### src/rtl/mcs6530_bus_master.sv
// mcs6530_bus_master
// ------------------
// CPU-side bus initiator for the mcs6530 RRIOT core. It generates the
// free-running phi2 clock from phi2_2x and turns a valid/ready request stream
// into phi2-aligned 6502 bus cycles. Each bus cycle lasts one phi2 period:
// a low phase followed by a high phase. A read captures the core's data at
// the end of the high phase. Every accepted request returns exactly one
// single-clock response pulse.
//
// Optional feature (macro MCS6530_BUS_MASTER_RDY_EN):
//   When defined, read cycles honour the active-low rdy wait-state input.
//   A read that is stalled for RDY_TIMEOUT phi2 periods is aborted with an
//   error. When undefined, rdy is ignored and every cycle takes 2 clocks.
//
// Ports:
//   phi2_2x    clock at twice the phi2 rate
//   rst        synchronous, active-high reset
//   req_*      request stream: valid/ready handshake, we, addr, rs0, cs1, wdata
//   rsp_*      response: valid pulse, read data, error flag
//   phi2       generated phase-2 clock to the core
//   bus_*      core bus: addr, rs0, cs1, r_w (1 = read), do (write data),
//              di (read data), oe (core is driving di)
//   rdy        wait-state request, low = stall (used only with the feature)

module mcs6530_bus_master #(
  parameter int unsigned ADDR_W      = 10,
  parameter int unsigned DATA_W      = 8,
  parameter int unsigned RDY_TIMEOUT = 255
) (
  input  logic              phi2_2x,
  input  logic              rst,

  input  logic              req_valid,
  output logic              req_ready,
  input  logic              req_we,
  input  logic [ADDR_W-1:0] req_addr,
  input  logic              req_rs0,
  input  logic              req_cs1,
  input  logic [DATA_W-1:0] req_wdata,

  output logic              rsp_valid,
  output logic [DATA_W-1:0] rsp_rdata,
  output logic              rsp_err,

  output logic              phi2,
  output logic [ADDR_W-1:0] bus_addr,
  output logic              bus_rs0,
  output logic              bus_cs1,
  output logic              bus_r_w,
  output logic [DATA_W-1:0] bus_do,
  input  logic [DATA_W-1:0] bus_di,
  input  logic              bus_oe,

  input  logic              rdy
);

  // Bus cycle sequencer states. LOW always coincides with phi2 = 0 and HIGH
  // with phi2 = 1, because a cycle can only start at a phi2 1->0 edge.
  localparam logic [1:0] StIdle = 2'd0;
  localparam logic [1:0] StLow  = 2'd1;
  localparam logic [1:0] StHigh = 2'd2;

  logic [1:0] state;
  logic [1:0] state_next;

  logic accept;    // request taken on this edge
  logic stall;     // high phase ends without completing (wait state)
  logic abort;     // high phase ends a read that has timed out
  logic complete;  // the current bus cycle finishes on this edge

`ifdef MCS6530_BUS_MASTER_RDY_EN
  localparam int unsigned CntW = (RDY_TIMEOUT > 0) ? $clog2(RDY_TIMEOUT + 1) : 1;

  logic [CntW-1:0] wait_cnt;
  logic            rdy_low_read;
  logic            timed_out;

  // bus_r_w is the registered direction of the cycle in flight; writes never
  // wait, matching 6502 behaviour where RDY only stretches reads.
  assign rdy_low_read = (state == StHigh) && bus_r_w && !rdy;
  assign timed_out    = (wait_cnt == CntW'(RDY_TIMEOUT));
  assign stall        = rdy_low_read && !timed_out;
  assign abort        = rdy_low_read && timed_out;

  // Counts stalled phi2 periods of the current transaction only.
  always_ff @(posedge phi2_2x) begin
    if (rst || accept) begin
      wait_cnt <= '0;
    end else if (stall) begin
      wait_cnt <= wait_cnt + 1'b1;
    end
  end
`else
  logic unused_rdy;

  assign unused_rdy = rdy;
  assign stall      = 1'b0;
  assign abort      = 1'b0;
`endif

  // A new request may be accepted only at the phi2 1->0 edge, either from
  // idle or overlapping the completion of the previous cycle.
  assign req_ready = !rst && phi2 && ((state == StIdle) || ((state == StHigh) && !stall));
  assign accept    = req_valid && req_ready;
  assign complete  = (state == StHigh) && !stall;

  always_comb begin
    state_next = state;
    unique case (state)
      StIdle: begin
        if (accept) begin
          state_next = StLow;
        end
      end
      StLow: begin
        state_next = StHigh;
      end
      StHigh: begin
        if (stall || accept) begin
          state_next = StLow;
        end else begin
          state_next = StIdle;
        end
      end
      default: begin
        state_next = StIdle;
      end
    endcase
  end

  always_ff @(posedge phi2_2x) begin
    if (rst) begin
      // An in-flight cycle is dropped silently.
      state     <= StIdle;
      phi2      <= 1'b0;
      bus_addr  <= '0;
      bus_rs0   <= 1'b0;
      bus_cs1   <= 1'b0;
      bus_r_w   <= 1'b1;
      bus_do    <= '0;
      rsp_valid <= 1'b0;
      rsp_rdata <= '0;
      rsp_err   <= 1'b0;
    end else begin
      state     <= state_next;
      phi2      <= ~phi2;
      rsp_valid <= complete;

      if (complete) begin
        if (bus_r_w) begin
          if (abort) begin
            // Timed-out read: report the error, keep the old data.
            rsp_err <= 1'b1;
          end else begin
            rsp_rdata <= bus_di;
            rsp_err   <= !bus_oe;
          end
        end else begin
          rsp_err <= 1'b0;
        end
      end

      // Bus outputs move only at an acceptance edge, or drop back to the
      // idle read/deselected level when the last cycle finishes.
      if (accept) begin
        bus_addr <= req_addr;
        bus_rs0  <= req_rs0;
        bus_cs1  <= req_cs1;
        bus_r_w  <= !req_we;
        if (req_we) begin
          bus_do <= req_wdata;
        end
      end else if (complete) begin
        bus_r_w <= 1'b1;
        bus_cs1 <= 1'b0;
      end
    end
  end

endmodule

### config.mk
export PLATFORM = sky130hd
export DESIGN_NAME = mcs6530_bus_master
export DESIGN_NICKNAME = d
export VERILOG_FILES = /design/src/rtl/mcs6530_bus_master.sv
export SDC_FILE = /design/constraint.sdc
export NUM_CORES = 1
export LEC_CHECK = 0
export CAP_MARGIN = 20
export CORE_ASPECT_RATIO = 0.7
export CORE_UTILIZATION = 35
export DETAILED_ROUTE_END_ITERATION = 6
export PLACE_DENSITY = 0.73
export SLEW_MARGIN = 20
export SYNTH_ARGS = -nofsm -noshare
export SYNTH_HDL_FRONTEND = slang
export SYNTH_SLANG_ARGS = --single-unit
### constraint.sdc
create_clock -name phi2_2x -period 3.65 [get_ports phi2_2x]
set_clock_uncertainty 0.2 [all_clocks]
set_input_delay 0.73 -clock phi2_2x [delete_from_list [all_inputs] [get_ports phi2_2x]]
set_output_delay 0.73 -clock phi2_2x [all_outputs]
set_load 0.03 [all_outputs]
==> results <==
- The start-to-end type of the worst setup path is in -> out.
- The number of cells on the worst reg-to-reg path is 4.
- For this run, design rule violations remaining after detail routing come to 0.
- The aggregate global routing overflow is 0.
- The flow ran to the end, and the final reports show no timing, DRC or antenna violations.
- In the synthesized netlist the dominant register cell turns out to be dfxtp_1.
- Once routing completed, OpenROAD measured the worst setup slack at 864.0 ps.
- The number of DRC violations after detailed-routing iteration 0 is 43.
- Once layout is complete, the utilization of the core stands at 61.28%.
- The startpoint class of the critical path is an input pin.
- The combined flip-flop and latch cell area is 680.7 um^2.
- The setup check on the worst reg-to-reg path leaves a slack of 1870 ps.
- The sequential area share after synthesis is 55.17%.
- Once the floorplan was initialized, standard cells occupied 37.91% of the core.
- The number of endpoints with negative hold slack in the final report is 0.
- The instance area after placement is 1918 um^2.
- Routability-driven placement finished with a final weighted congestion of 0.6703.
- Net switching is 23.11% of the power.
- Counting instances, the worst hold path has a depth of 2.
- The overall track demand over capacity in global routing is 18.04%.
- Clock tree synthesis selected as its root buffer the cell clkbuf_8.
- The highest clock frequency the design can meet is 0.3589 GHz.
- The relative area change from synthesis to final layout is 61.66%.
- The peak ir drop on the vdd network is 0.2663 mV.
- Counting instances in the post-synthesis netlist gives the leading cell types as dfxtp_1 (34), nand2_1 (32), a21oi_1 (21), nand3_1 (9), mux2_1 (8).
- During synthesis, Yosys emitted a total of 0 warnings.
- The smallest clock period supported by the final layout is computed as 2786 ps.
- The core area is 3254 um^2.
- The arrival time of data at the critical path endpoint is 1860 ps.
- The cell-internal power is 566.6 uW.
- The number of buffers between clock root and the deepest sink is 2.
- In the synthesized netlist, the number of instances is 132.
- The wire length of the first global-routing pass is 4981 um.
- The y dimension of the die is 51.67 um.
- The number of H-tree levels is 2.
- The repair_antennas step left the layout with diodes totalling 0.
- TritonCTS built the clock tree.
- Before CTS, the worst setup slack after placement is 672.6 ps.
- The number of global-route vias before repair was 1,140.
- The final setup violation count is 0.
- Summing over every cut layer, the via total after detailed routing is 1,137.
- The critical path endpoint category is a primary output.
- In the synthesized netlist the async set-or-reset flop fraction comes to 0%.
- The cell area after synthesis is 1234 um^2.
- The count of buffers added on input and output ports is 65.
- After clock tree synthesis, the setup repair step added 0 buffers.
- After detailed routing, the average wire length per cell comes to 12.52 um.
- On the final layout, the worst hold slack is 254.9 ps.
- The leakage power is 0.7372 nW.
- The unique cell type count in the Yosys netlist is 19.
- After clock tree synthesis, the clock-pin slew on the worst setup and hold paths is 60 ps.
- The areal power density over the cells is 369.5 nW/um^2.
- The part of the power in the clock network is 34.2%.
- The relative max-transition margin is 56.97%.
- The final clock period utilization by the worst path is 76.33%.
- Yosys attributes the largest share of cell area to dfxtp_1 (55%), nand2_1 (9.7%), a21oi_1 (8.5%).
- The path category of the worst min-delay check is reg -> reg.
- The register bit total from synthesis is 34.
- The relative contribution of combinational cells to total power is 13.3%.
- In this run, post-CTS hold repair placed 0 buffers.
- In this run the critical register-to-register path is captured at bus_do[3].
- After detailed routing, the number of vias per cell comes to 4.641.
- Row generation in the floorplan step produced 17 rows.
- In this run the worst path has a maximum fanout of 14.
- The end of the worst hold path is bus_addr[9].
- The I/O pin total is 67.
- In this run the critical register-to-register path is launched from state[0].
- The required time reported for the critical path endpoint is 2720 ps.
- The clock network latency to the later pin of the worst-skew pair is 280 ps.
- After synthesis, the largest area contributor takes up 55.17% of total cell area.
- The share of post-route cells with drive strength above 1 is 5.051%.
- Summing all multi-input logic gate instances after layout gives 519.2 um^2.
- The total negative slack for setup checks is 0 ps.
- The final number of max-transition violations was 0.
- Sequential cells burn 52.5% of the power.
- The post-cts sizing count is 0.
- Fill cells in the final layout number 292.
- Setup repair after global routing left no endpoint under its margin.
- The floorplan step set the die width to 72.96 um.
- The sink count of the clock tree is 34.
- The count of nets left with antenna violations once routing finished came out at 0.
- The number of buffers added by the clock tree synthesis step is 5.
- The max-capacitance violation count is 0.
- By instance count, the leading cell after synthesis is dfxtp_1.
- The iteration count of the initial detailed-routing pass is 4.
- The largest net degree at the start of global routing is 23.
- In the final design database the tool counted 232 nets.
- The worst hold path begins at bus_addr[9].
- The synthesized area per cell is 9.346 um^2.
- The routed wire length is 3068 um.
- The floorplan die area is 3770 um^2.
- The count of flip-flops with a built-in enable after synthesis is 0.
- At the pin with the least slew margin, the transition time is 644.2 ps.
- The number of antenna violations at the first check in global routing came to 0.
- The synthesized design spends more area on one cell type than any other, namely dfxtp_1.
- The analysis attributes to net switching a power of 170.3 uW.
- The final instance area is 1994 um^2.
- The HPWL reported at the end of detailed placement is 2300 um.
- The number of nets handed over by synthesis was 166.
## state kept, by name (all words and copies together), names as in the netlist
name       cells
bus_addr      10
bus_do         8
rsp_rdata      8
state          2
bus_cs1        1
bus_r_w        1
bus_rs0        1
phi2           1
rsp_err        1
rsp_valid      1
## layer usage
metal / vias to the layer above / global-route usage, % / wire, um
met5: - / 0 / 0
met4: 0 / 6.863 / 0
met3: 0 / 9.496 / 324
met2: 44 / 29.91 / 1459
met1: 526 / 19.66 / 1284
li1: 567 / - / -
## area by class of cell
class / count / area share [%]
Sequential cell: 34 / 34.13
Timing Repair Buffer: 66 / 32.87
Multi-Input combinational cell: 90 / 26.04
Clock buffer: 7 / 3.827
Tap cell: 47 / 2.949
Inverter: 1 / 0.1882
## critical path: stages
cell	delay, ps
clkdlybuf4s50_1	630
nor3b_1	290
buf_4	200
## power by group through the flow
stage	Sequential, mW	Combinational (mW)	Clock, mW
global placement	0.395	0.0967	0
CTS	0.387	0.0990	0.258
detailed placement	0.396	0.0984	0
floorplan	0.412	0.0236	0
finish	0.387	0.0979	0.252
global route	0.388	0.105	0.274
## through the flow
| stage | instances | total power [mW] |
|---|---|---|
| after floorplan | 132 | 0.4352 |
| after CTS | 245 | 0.7441 |
| after detailed placement | 238 | 0.4940 |
| after global routing | 245 | 0.7671 |
| final | 245 | 0.7370 |
| after global placement | 238 | 0.4915 |
## logic make-up after synthesis
| logic type | share of synthesized area (%) |
|---|---|
| AND/OR/NAND/NOR | 25.66 |
| buffers and inverters | 2.737 |
| AO/OA/AOI/OAI | 9.128 |
| multiplexers | 7.303 |
| flip-flops | 55.17 |
## cells in the final DEF (no fill, tap or decap), types with 2 or more instances in the layout
cell,n
clkdlybuf4s50_1,64
dfxtp_1,34
nand2_1,32
a21oi_1,21
nand3_1,9
mux2_1,8
and2b_1,5
clkbuf_8,5
nor2b_1,4
nor3b_1,2
nand3b_1,2
nor2_1,2
clkbuf_1,2
buf_4,2
## worst max-delay path by stage
| stage | end | cells past startpoint | from |
|---|---|---|---|
| 2_1_floorplan | req_ready | 2 | rst |
| 3_3_place_gp | bus_do[0] | 5 | rst |
| 3_5_place_dp | bus_do[0] | 5 | rst |
| 4_1_cts | req_ready | 3 | rst |
| 5_1_grt | req_ready | 3 | rst |
| 6_report | req_ready | 3 | rst |
No activity file was read; power rests on OpenSTA's default activity.
